`config.mk`:
```
export PLATFORM = sky130hd
export DESIGN_NAME = fx3_packet_sequencer_flat
export DESIGN_NICKNAME = d
export VERILOG_FILES = /design/src/rtl/fx3_packet_sequencer_if.sv /design/src/rtl/fx3_packet_sequencer.sv /design/src/flat_wrapper.sv
export SDC_FILE = /design/constraint.sdc
export NUM_CORES = 1
export LEC_CHECK = 0
export BUFFER_PORTS_ARGS = -buffer_cell sky130_fd_sc_hd__buf_2
export CAP_MARGIN = 20
export CORE_UTILIZATION = 51
export DETAILED_ROUTE_END_ITERATION = 8
export PLACE_DENSITY = 0.85
export REMOVE_ABC_BUFFERS = 1
export SLEW_MARGIN = 20
export SYNTH_ARGS = -nofsm -noshare
export SYNTH_HDL_FRONTEND = slang
export SYNTH_SLANG_ARGS = --single-unit
```
`constraint.sdc`:
```
create_clock -name fx3_clock -period 5 [get_ports fx3_clock]
set_clock_uncertainty 0.2 [all_clocks]
set_input_delay 0 -clock fx3_clock [delete_from_list [all_inputs] [get_ports fx3_clock]]
set_output_delay 0 -clock fx3_clock [all_outputs]
set_load 0.005 [all_outputs]
```
`src/rtl/fx3_packet_sequencer_if.sv`:
```
// fx3_packet_sequencer_if: request, buffer-level and packet-status bundle between the FX3 side and the sequencer
interface fx3_packet_sequencer_if #(
  parameter int WORD_COUNT_WIDTH   = 16,
  parameter int LEVEL_WIDTH        = 14,
  parameter int PACKET_COUNT_WIDTH = 32
);
  logic                          readData;
  logic                          enable;
  logic [LEVEL_WIDTH-1:0]        fifoLevel;
  logic                          fx3isReading;
  logic [WORD_COUNT_WIDTH-1:0]   wordIndex;
  logic                          packetDone;
  logic                          packetAborted;
  logic [PACKET_COUNT_WIDTH-1:0] packetCount;
  logic                          underrunFlag;
  modport master (
    output readData, enable, fifoLevel,
    input  fx3isReading, wordIndex, packetDone, packetAborted, packetCount, underrunFlag
  );
  modport slave (
    input  readData, enable, fifoLevel,
    output fx3isReading, wordIndex, packetDone, packetAborted, packetCount, underrunFlag
  );
endinterface

```
`src/rtl/fx3_packet_sequencer.sv`:
```
// fx3_packet_sequencer: frames sample-buffer reads into fixed-size FX3 GPIF packets with gating, abort, gap and stats
module fx3_packet_sequencer #(
  parameter int PACKET_WORDS       = 8192,
  parameter int WORD_COUNT_WIDTH   = 16,
  parameter int LEVEL_WIDTH        = 14,
  parameter int GAP_CYCLES         = 0,
  parameter int PACKET_COUNT_WIDTH = 32
) (
  input logic                   fx3_clock,
  input logic                   nReset,
  fx3_packet_sequencer_if.slave bus
);
  // Common compare width so a narrow fifoLevel never truncates PACKET_WORDS
  localparam int CW = (LEVEL_WIDTH > 32) ? LEVEL_WIDTH : 32;
  localparam int GW = (GAP_CYCLES > 1) ? $clog2(GAP_CYCLES) : 1;
  localparam logic [GW-1:0] GAP_LAST = GW'((GAP_CYCLES > 0) ? GAP_CYCLES - 1 : 0);
  localparam logic [WORD_COUNT_WIDTH-1:0] LAST_WORD = WORD_COUNT_WIDTH'(PACKET_WORDS - 1);
  localparam logic [CW-1:0] PW = CW'(PACKET_WORDS);
  typedef enum logic [1:0] {WAIT_REQUEST, WAIT_DATA, SEND, GAP} state_t;
  localparam state_t EXIT = (GAP_CYCLES > 0) ? GAP : WAIT_REQUEST;
  state_t                        state_q, state_d;
  logic                          read_q;
  logic [WORD_COUNT_WIDTH-1:0]   idx_q, idx_d;
  logic [GW-1:0]                 gap_q, gap_d;
  logic                          done_q, done_d;
  logic                          abort_q, abort_d;
  logic [PACKET_COUNT_WIDTH-1:0] count_q, count_d;
  logic                          under_q, under_d;
  logic                          ready, last;
  assign ready = CW'(bus.fifoLevel) >= PW;
  assign last  = idx_q == LAST_WORD;
  // State register plus the single request synchroniser stage
  always_ff @(posedge fx3_clock or negedge nReset) begin
    if (!nReset) begin
      state_q <= WAIT_REQUEST;
      read_q  <= 1'b0;
    end else begin
      state_q <= state_d;
      read_q  <= bus.readData;
    end
  end
  // Next-state: completion beats abort on the last word; enable only gates new packets
  always_comb begin
    state_d = state_q;
    case (state_q)
      WAIT_REQUEST: if (bus.enable && read_q) state_d = ready ? SEND : WAIT_DATA;
      WAIT_DATA:    if (!read_q || !bus.enable) state_d = WAIT_REQUEST;
                    else if (ready) state_d = SEND;
      SEND:         if (last || !read_q) state_d = EXIT;
      default:      if (gap_q == GAP_LAST) state_d = WAIT_REQUEST;
    endcase
  end
  // Output/datapath next values: word index, gap timer, pulses, counter, sticky underrun
  always_comb begin
    idx_d   = (state_q == SEND && state_d == SEND) ? idx_q + 1'b1 : '0;
    gap_d   = (state_q == GAP) ? gap_q + 1'b1 : '0;
    done_d  = state_q == SEND && last;
    abort_d = state_q == SEND && !last && !read_q;
    count_d = count_q + PACKET_COUNT_WIDTH'(done_d);
    under_d = !bus.enable ? 1'b0 :
              (state_q == WAIT_REQUEST && read_q && !ready) ? 1'b1 : under_q;
  end
  // Registered outputs and counters
  always_ff @(posedge fx3_clock or negedge nReset) begin
    if (!nReset) begin
      idx_q   <= '0;
      gap_q   <= '0;
      done_q  <= 1'b0;
      abort_q <= 1'b0;
      count_q <= '0;
      under_q <= 1'b0;
    end else begin
      idx_q   <= idx_d;
      gap_q   <= gap_d;
      done_q  <= done_d;
      abort_q <= abort_d;
      count_q <= count_d;
      under_q <= under_d;
    end
  end
  assign bus.fx3isReading  = state_q == SEND;
  assign bus.wordIndex     = idx_q;
  assign bus.packetDone    = done_q;
  assign bus.packetAborted = abort_q;
  assign bus.packetCount   = count_q;
  assign bus.underrunFlag  = under_q;
endmodule

```
`src/flat_wrapper.sv`:
```
// flat-port wrapper written by rule: the top's interface ports become plain ports
module fx3_packet_sequencer_flat 
#(
  parameter int PACKET_WORDS       = 8192,
  parameter int WORD_COUNT_WIDTH   = 16,
  parameter int LEVEL_WIDTH        = 14,
  parameter int GAP_CYCLES         = 0,
  parameter int PACKET_COUNT_WIDTH = 32
)
  (fx3_clock, nReset, bus_readData, bus_enable, bus_fifoLevel, bus_fx3isReading, bus_wordIndex, bus_packetDone, bus_packetAborted, bus_packetCount, bus_underrunFlag);
  fx3_packet_sequencer_if #(.WORD_COUNT_WIDTH(WORD_COUNT_WIDTH), .LEVEL_WIDTH(LEVEL_WIDTH), .PACKET_COUNT_WIDTH(PACKET_COUNT_WIDTH)) bus_i ();
  input logic fx3_clock;
  input logic nReset;
  input wire logic [$bits(bus_i.readData)-1:0] bus_readData;
  input wire logic [$bits(bus_i.enable)-1:0] bus_enable;
  input wire logic [$bits(bus_i.fifoLevel)-1:0] bus_fifoLevel;
  output wire logic [$bits(bus_i.fx3isReading)-1:0] bus_fx3isReading;
  output wire logic [$bits(bus_i.wordIndex)-1:0] bus_wordIndex;
  output wire logic [$bits(bus_i.packetDone)-1:0] bus_packetDone;
  output wire logic [$bits(bus_i.packetAborted)-1:0] bus_packetAborted;
  output wire logic [$bits(bus_i.packetCount)-1:0] bus_packetCount;
  output wire logic [$bits(bus_i.underrunFlag)-1:0] bus_underrunFlag;
  assign bus_i.readData = bus_readData;
  assign bus_i.enable = bus_enable;
  assign bus_i.fifoLevel = bus_fifoLevel;
  assign bus_fx3isReading = bus_i.fx3isReading;
  assign bus_wordIndex = bus_i.wordIndex;
  assign bus_packetDone = bus_i.packetDone;
  assign bus_packetAborted = bus_i.packetAborted;
  assign bus_packetCount = bus_i.packetCount;
  assign bus_underrunFlag = bus_i.underrunFlag;
  fx3_packet_sequencer #(.PACKET_WORDS(PACKET_WORDS), .WORD_COUNT_WIDTH(WORD_COUNT_WIDTH), .LEVEL_WIDTH(LEVEL_WIDTH), .GAP_CYCLES(GAP_CYCLES), .PACKET_COUNT_WIDTH(PACKET_COUNT_WIDTH)) u_core (.fx3_clock(fx3_clock), .nReset(nReset), .bus(bus_i));
endmodule
```
# Yosys cells after proc, flatten, opt, wreduce, memory -nomap -nowiden
# Index checks and enable logic that the tools add are counted.
[classes]
addsub = 3
n_lt_le_gt_ge = 1
eq_ne = 6
mux = 11
reduce_logical = 14
[op_table]
columns = ["op", "count"]
rows = [
  ["$add 32x1->32", 1],
  ["$add 16x1->16 const B", 1],
  ["$eq 16x13->1 const B", 1],
  ["$mux 16", 1],
  ["$ge 14x14->1 const B", 1],
  ["$mux 2", 6],
  ["$logic_and 1x1->1", 7],
  ["$eq 2x2->1 const B", 3],
  ["$pmux 2 s3", 1],
  ["$logic_not 1->1", 4],
  ["$mux 1", 3],
  ["$eq 2x1->1 const B", 1],
  ["$logic_not 2->1", 1],
  ["$logic_or 1x1->1", 2],
  ["$ne 2x1->1 const B", 1],
  ["$add 1x1->1 const B", 1],
]
[word_totals]
ff_bits = 55
output_inout_bits = 52

# Logic depth before layout (Yosys ltp)
[logic_depth]
depth_word = 7
mapped_depth = 11

# Least setup slack after synthesis
# OpenSTA, ideal clock, no wires.
[synth_timing]
path_type = "register -> register"
from = "reg u_core.idx_q[0] (netlist: u_core.bus.wordIndex[0])"
to = "reg u_core.count_q[28] (netlist: u_core.bus.packetCount[28])"
setup_ps = 123
arrival_ps = 2407
t_required_ps = 4677
setup_slack_ps = 2270
path_stages_with_launch = 12
period_less_slack_ps = 2730
path_cell_list = "dfrtp_1 ha_1 and3_1 nand4_1 nor3b_1 ha_1 ha_1 nand3_1 nor2_1 and4_4 nand4_1 xnor2_1"
[synth_between]
elab_chain_cells = 3
[synth_lines]
columns = ["element", "line", "text"]
rows = [
  ["from (decl)", "fx3_packet_sequencer.sv:23", "logic [WORD_COUNT_WIDTH-1:0] idx_q, idx_d;"],
  ["from (signal assigned)", "fx3_packet_sequencer.sv:73", "idx_q <= idx_d;"],
  ["$eq 16x13->1", "fx3_packet_sequencer.sv:31", "assign last = idx_q == LAST_WORD;"],
  ["$logic_and 1x1->1", "fx3_packet_sequencer.sv:57", "done_d = state_q == SEND && last;"],
  ["via u_core.done_d", "fx3_packet_sequencer.sv:25", "logic done_q, done_d;"],
  ["$add 32x1->32", "fx3_packet_sequencer.sv:59", "count_d = count_q + PACKET_COUNT_WIDTH'(done_d);"],
  ["via u_core.count_d[28]", "fx3_packet_sequencer.sv:27", "logic [PACKET_COUNT_WIDTH-1:0] count_q, count_d;"],
  ["to (signal assigned)", "fx3_packet_sequencer.sv:77", "count_q <= count_d;"],
  ["to (decl)", "fx3_packet_sequencer.sv:27", ""],
]
# The timed path passes the listed nets, and every way through them passes these cells.
# A chain may end at the register's enable or synchronous reset.

# Final worst setup path
# Ends and elaborated chain as after synthesis.

==> results.md <==
* Worst setup path endpoint: u_core.bus.packetCount[28]
* Total of flip-flops plus latches after synthesis at 55
* Total number of vias at 1713
* Clock Root Buffer: sky130_fd_sc_hd__clkbuf_8
* Comb pwr share at 0.031
* DRT Wirelength at 4.48 mm
* Slew at the pin closest to its max-slew limit at 0.666 ns
* Switching power share of the total at 0.209
* Post-DP HPWL at 3.05 mm
* I/O Buffers at 56
* Status: finished clean
* GPL Wtd Cong at 0.770
* Number of DRC markers after the initial detailed-route iteration at 92
* Total negative setup slack at 0 ns
* Die Y-Extent at 70.1 um
* Post-synth top area cell: sky130_fd_sc_hd__dfrtp_1
* DRC violations left at 0
* Req. time, crit path at 5.00 ns
* Internal power consumption at 0.582 mW
* Hold Violations, Final at 0
* Sequential share of power at 0.611
* Number of routed nets with antenna violations at 0
* Worst Reg2Reg Path Length in Cells at 11
* Mean number of vias per cell at 5.29
* Maximum buffer depth of the clock tree at 2
* Post-synthesis sequential area ratio at 0.582
* Top-area cell type share of the netlist area at 0.582
* Warnings, synthesis at 0
* Die outline area at 4910 sq um
* Resize count post-CTS at 0
* Setup repair bufs after CTS at 0
* Number of fillers in the final layout at 373
* Critical Path End Type: register
* Ratio of cells with drive above 1 in the final layout at 0.257
* Maximum frequency from static timing analysis at 316 MHz
* Num CTS Buffers at 5
* Critical path depth in cells at 11
* CP dominant cell by count: sky130_fd_sc_hd__ha_1
* Count of hold-fix buffers inserted at cts at 5
* Net Sw Power at 0.154 mW
* Clock sink count at 55
* First-pass GRT wire length at 7.78 mm
* Startpoint type of the worst setup path: register
* Initial cell density of the core at 0.535
* Share of total power in the clock network at 0.358
* Post-Synthesis Cell Area at 2360 sq um
* Most frequently used cell type in the post-synthesis netlist: sky130_fd_sc_hd__dfrtp_1
* Largest net degree at the start of global routing at 56
* Final worst path period share at 0.634
* Synth cell count leaders: sky130_fd_sc_hd__dfrtp_1, sky130_fd_sc_hd__xnor2_1, sky130_fd_sc_hd__nor2_1
* Antenna diode count at 0
* Area of the core at 4410 sq um
* Post-synthesis instance total at 204
* Cells taking the most area after synthesis: sky130_fd_sc_hd__dfrtp_1, sky130_fd_sc_hd__xnor2_1, sky130_fd_sc_hd__xor2_1, sky130_fd_sc_hd__nand3_1, sky130_fd_sc_hd__nor2_1
* Beginning of the worst register-to-register path: u_core.bus.wordIndex[0]
* Clock transition at the register clock pins on the worst setup and hold paths after CTS at 0.09 ns
* Unique cell type count in the Yosys netlist at 25
* Path type of the worst setup path: register to register
* Number of flops mapped to enable cells by yosys at 0
* Critical path fanouts, max at 5
* CTS tree: yes
* Area growth from synthesis to layout at 20.8%
* Reg2reg setup slack at 1.83 ns
* Hold crit path type: primary input to register
* Cell Chain, Critical Path: ha_1 -> and3_1 -> nand4_1 -> nor3b_1 -> ha_1 -> ha_1 -> nand3_1 -> nor2_1 -> and4_4 -> nand4_1 -> xnor2_1
* Count of maximum capacitance violations at 0
* Ys flop type: sky130_fd_sc_hd__dfrtp_1
* # H-tree levels at 2
* Min-Delay Path Depth at 2
* Chip Width at 70.1 um
* Worst rel slew slack at 0.556
* Average detailed-routed wire length per instance at 13.8 um
* Total global routing overflow at 0
* Layout Utilization at 0.647
* Insertion delay of the later-clocked pin in the worst-skew pair at 0.30 ns
* CP max stage delay at 0.41 ns
* # IOs at 70
* Syn avg cell area at 11.6 sq um
* Overall power of the completed layout at 0.736 mW
* Final setup vio count at 0
* Std-Cell Rows at 24
* Reg-to-Reg End: u_core.bus.packetCount[28]
* Router iterations before antenna repair at 4
* Arr. time, crit path at 3.17 ns
* Number of nets in the layout at 292
* Worst path buffer plus inverter count at 0
* Max rail drop VDD at 0.171 mV
* Via count of the first global-routing pass at 1646
* Launch point of the worst path: u_core.bus.wordIndex[0]
* Final critical-path required period at 3.17 ns
* Global-route usage over all layers at 0.201
* Antenna violations before repair at 0
* Cell family with most CP delay: simple AND/OR/NAND/NOR gates
* Setup repair after global routing missed its margin: no
* Crit-path slowest cell: sky130_fd_sc_hd__dfrtp_1
* Total power divided by cell area at 258 nW/um^2
* Max-slew violation count at 0
* Share of flip-flops with an asynchronous set or reset at 1.00
* Leakage power figure at 1.49 nW
## per-layer routing
| metal | share of wire | track usage |
|---|---|---|
| met1 | 0.47 | 0.277 |
| met2 | 0.48 | 0.321 |
| met3 | 0.028 | 0.0375 |
| met4 | 0.022 | 0.0756 |
| met5 | 0 | 0 |
## stage by stage
stage | hold slack [ns] | cell area, sq um | worst slack (ns) | instances
after global placement | -0.0909 | 2700 | 1.82 | 311
final | 0.142 | 2850 | 1.83 | 324
after detailed placement | -0.0883 | 2700 | 1.83 | 311
after floorplan | -0.496 | 2350 | 2.27 | 202
after global routing | 0.134 | 2850 | 1.49 | 324
after CTS | 0.130 | 2850 | 1.82 | 324
## state kept, by name (all words and copies together) (netlist names)
register and flops:
u_core.state_q 2, u_core.bus.packetCount 32, u_core.bus.packetAborted 1, u_core.bus.packetDone 1, u_core.bus.wordIndex 16, u_core.gap_q 1
u_core.bus.underrunFlag 1, u_core.read_q 1
## power groups by stage
stage,sequential [mW],combinational (mW),clock (mW)
3_5_place_dp,0.459,0.0201,0
3_3_place_gp,0.459,0.0198,0
5_1_grt,0.451,0.0259,0.288
4_1_cts,0.450,0.0234,0.271
6_report,0.450,0.0227,0.264
2_1_floorplan,0.459,0.00547,0
## final cells by class
class	instances	area, sq um	area share
Sequential cell	55	1380	0.482
Inverter	2	7.51	0.00263
Timing Repair Buffer	62	338	0.118
Tap cell	52	65.1	0.0228
Clock buffer	8	100	0.0351
Multi-Input combinational cell	145	967	0.339
## cell usage in the layout, fill, tap and decap left out
master,synthesis,routed
sky130_fd_sc_hd__nor3_4,1,1
sky130_fd_sc_hd__buf_2,1,56
sky130_fd_sc_hd__and4_1,5,5
sky130_fd_sc_hd__nor2_1,23,23
sky130_fd_sc_hd__clkbuf_1,0,1
sky130_fd_sc_hd__and3b_1,2,2
sky130_fd_sc_hd__buf_4,1,1
sky130_fd_sc_hd__nand4b_1,1,1
sky130_fd_sc_hd__and4_4,2,2
sky130_fd_sc_hd__ha_1,3,3
sky130_fd_sc_hd__nor3_2,1,1
sky130_fd_sc_hd__nand2_1,17,17
sky130_fd_sc_hd__nand3_1,21,21
sky130_fd_sc_hd__xor2_1,13,13
sky130_fd_sc_hd__and4bb_2,1,1
sky130_fd_sc_hd__xnor2_1,31,31
sky130_fd_sc_hd__nor3b_1,2,2
sky130_fd_sc_hd__dlygate4sd3_1,0,5
sky130_fd_sc_hd__and3_1,7,7
sky130_fd_sc_hd__nand2b_1,1,1
sky130_fd_sc_hd__nor2b_1,2,2
sky130_fd_sc_hd__o21a_1,1,1
sky130_fd_sc_hd__clkbuf_8,0,7
sky130_fd_sc_hd__nand4_1,8,8
sky130_fd_sc_hd__inv_1,2,2
sky130_fd_sc_hd__nand4_2,1,1
sky130_fd_sc_hd__dfrtp_1,55,55
sky130_fd_sc_hd__nor3_1,2,2
## worst min-delay path by stage
stage | from | to
floorplan | nReset | u_core.bus.packetAborted
detailed placement | bus_readData | u_core.read_q
global route | bus_readData | u_core.read_q
CTS | bus_readData | u_core.read_q
finish | bus_readData | u_core.read_q
global placement | bus_readData | u_core.read_q
## logic make-up after synthesis
logic type / share of synthesized area
AO/OA/AOI/OAI: 0.00318
AND/OR/NAND/NOR: 0.227
flip-flops: 0.582
adder cells (fa/ha/maj): 0.0159
XOR/XNOR: 0.163
buffers and inverters: 0.00847
Power figures use the tool's default switching activity.
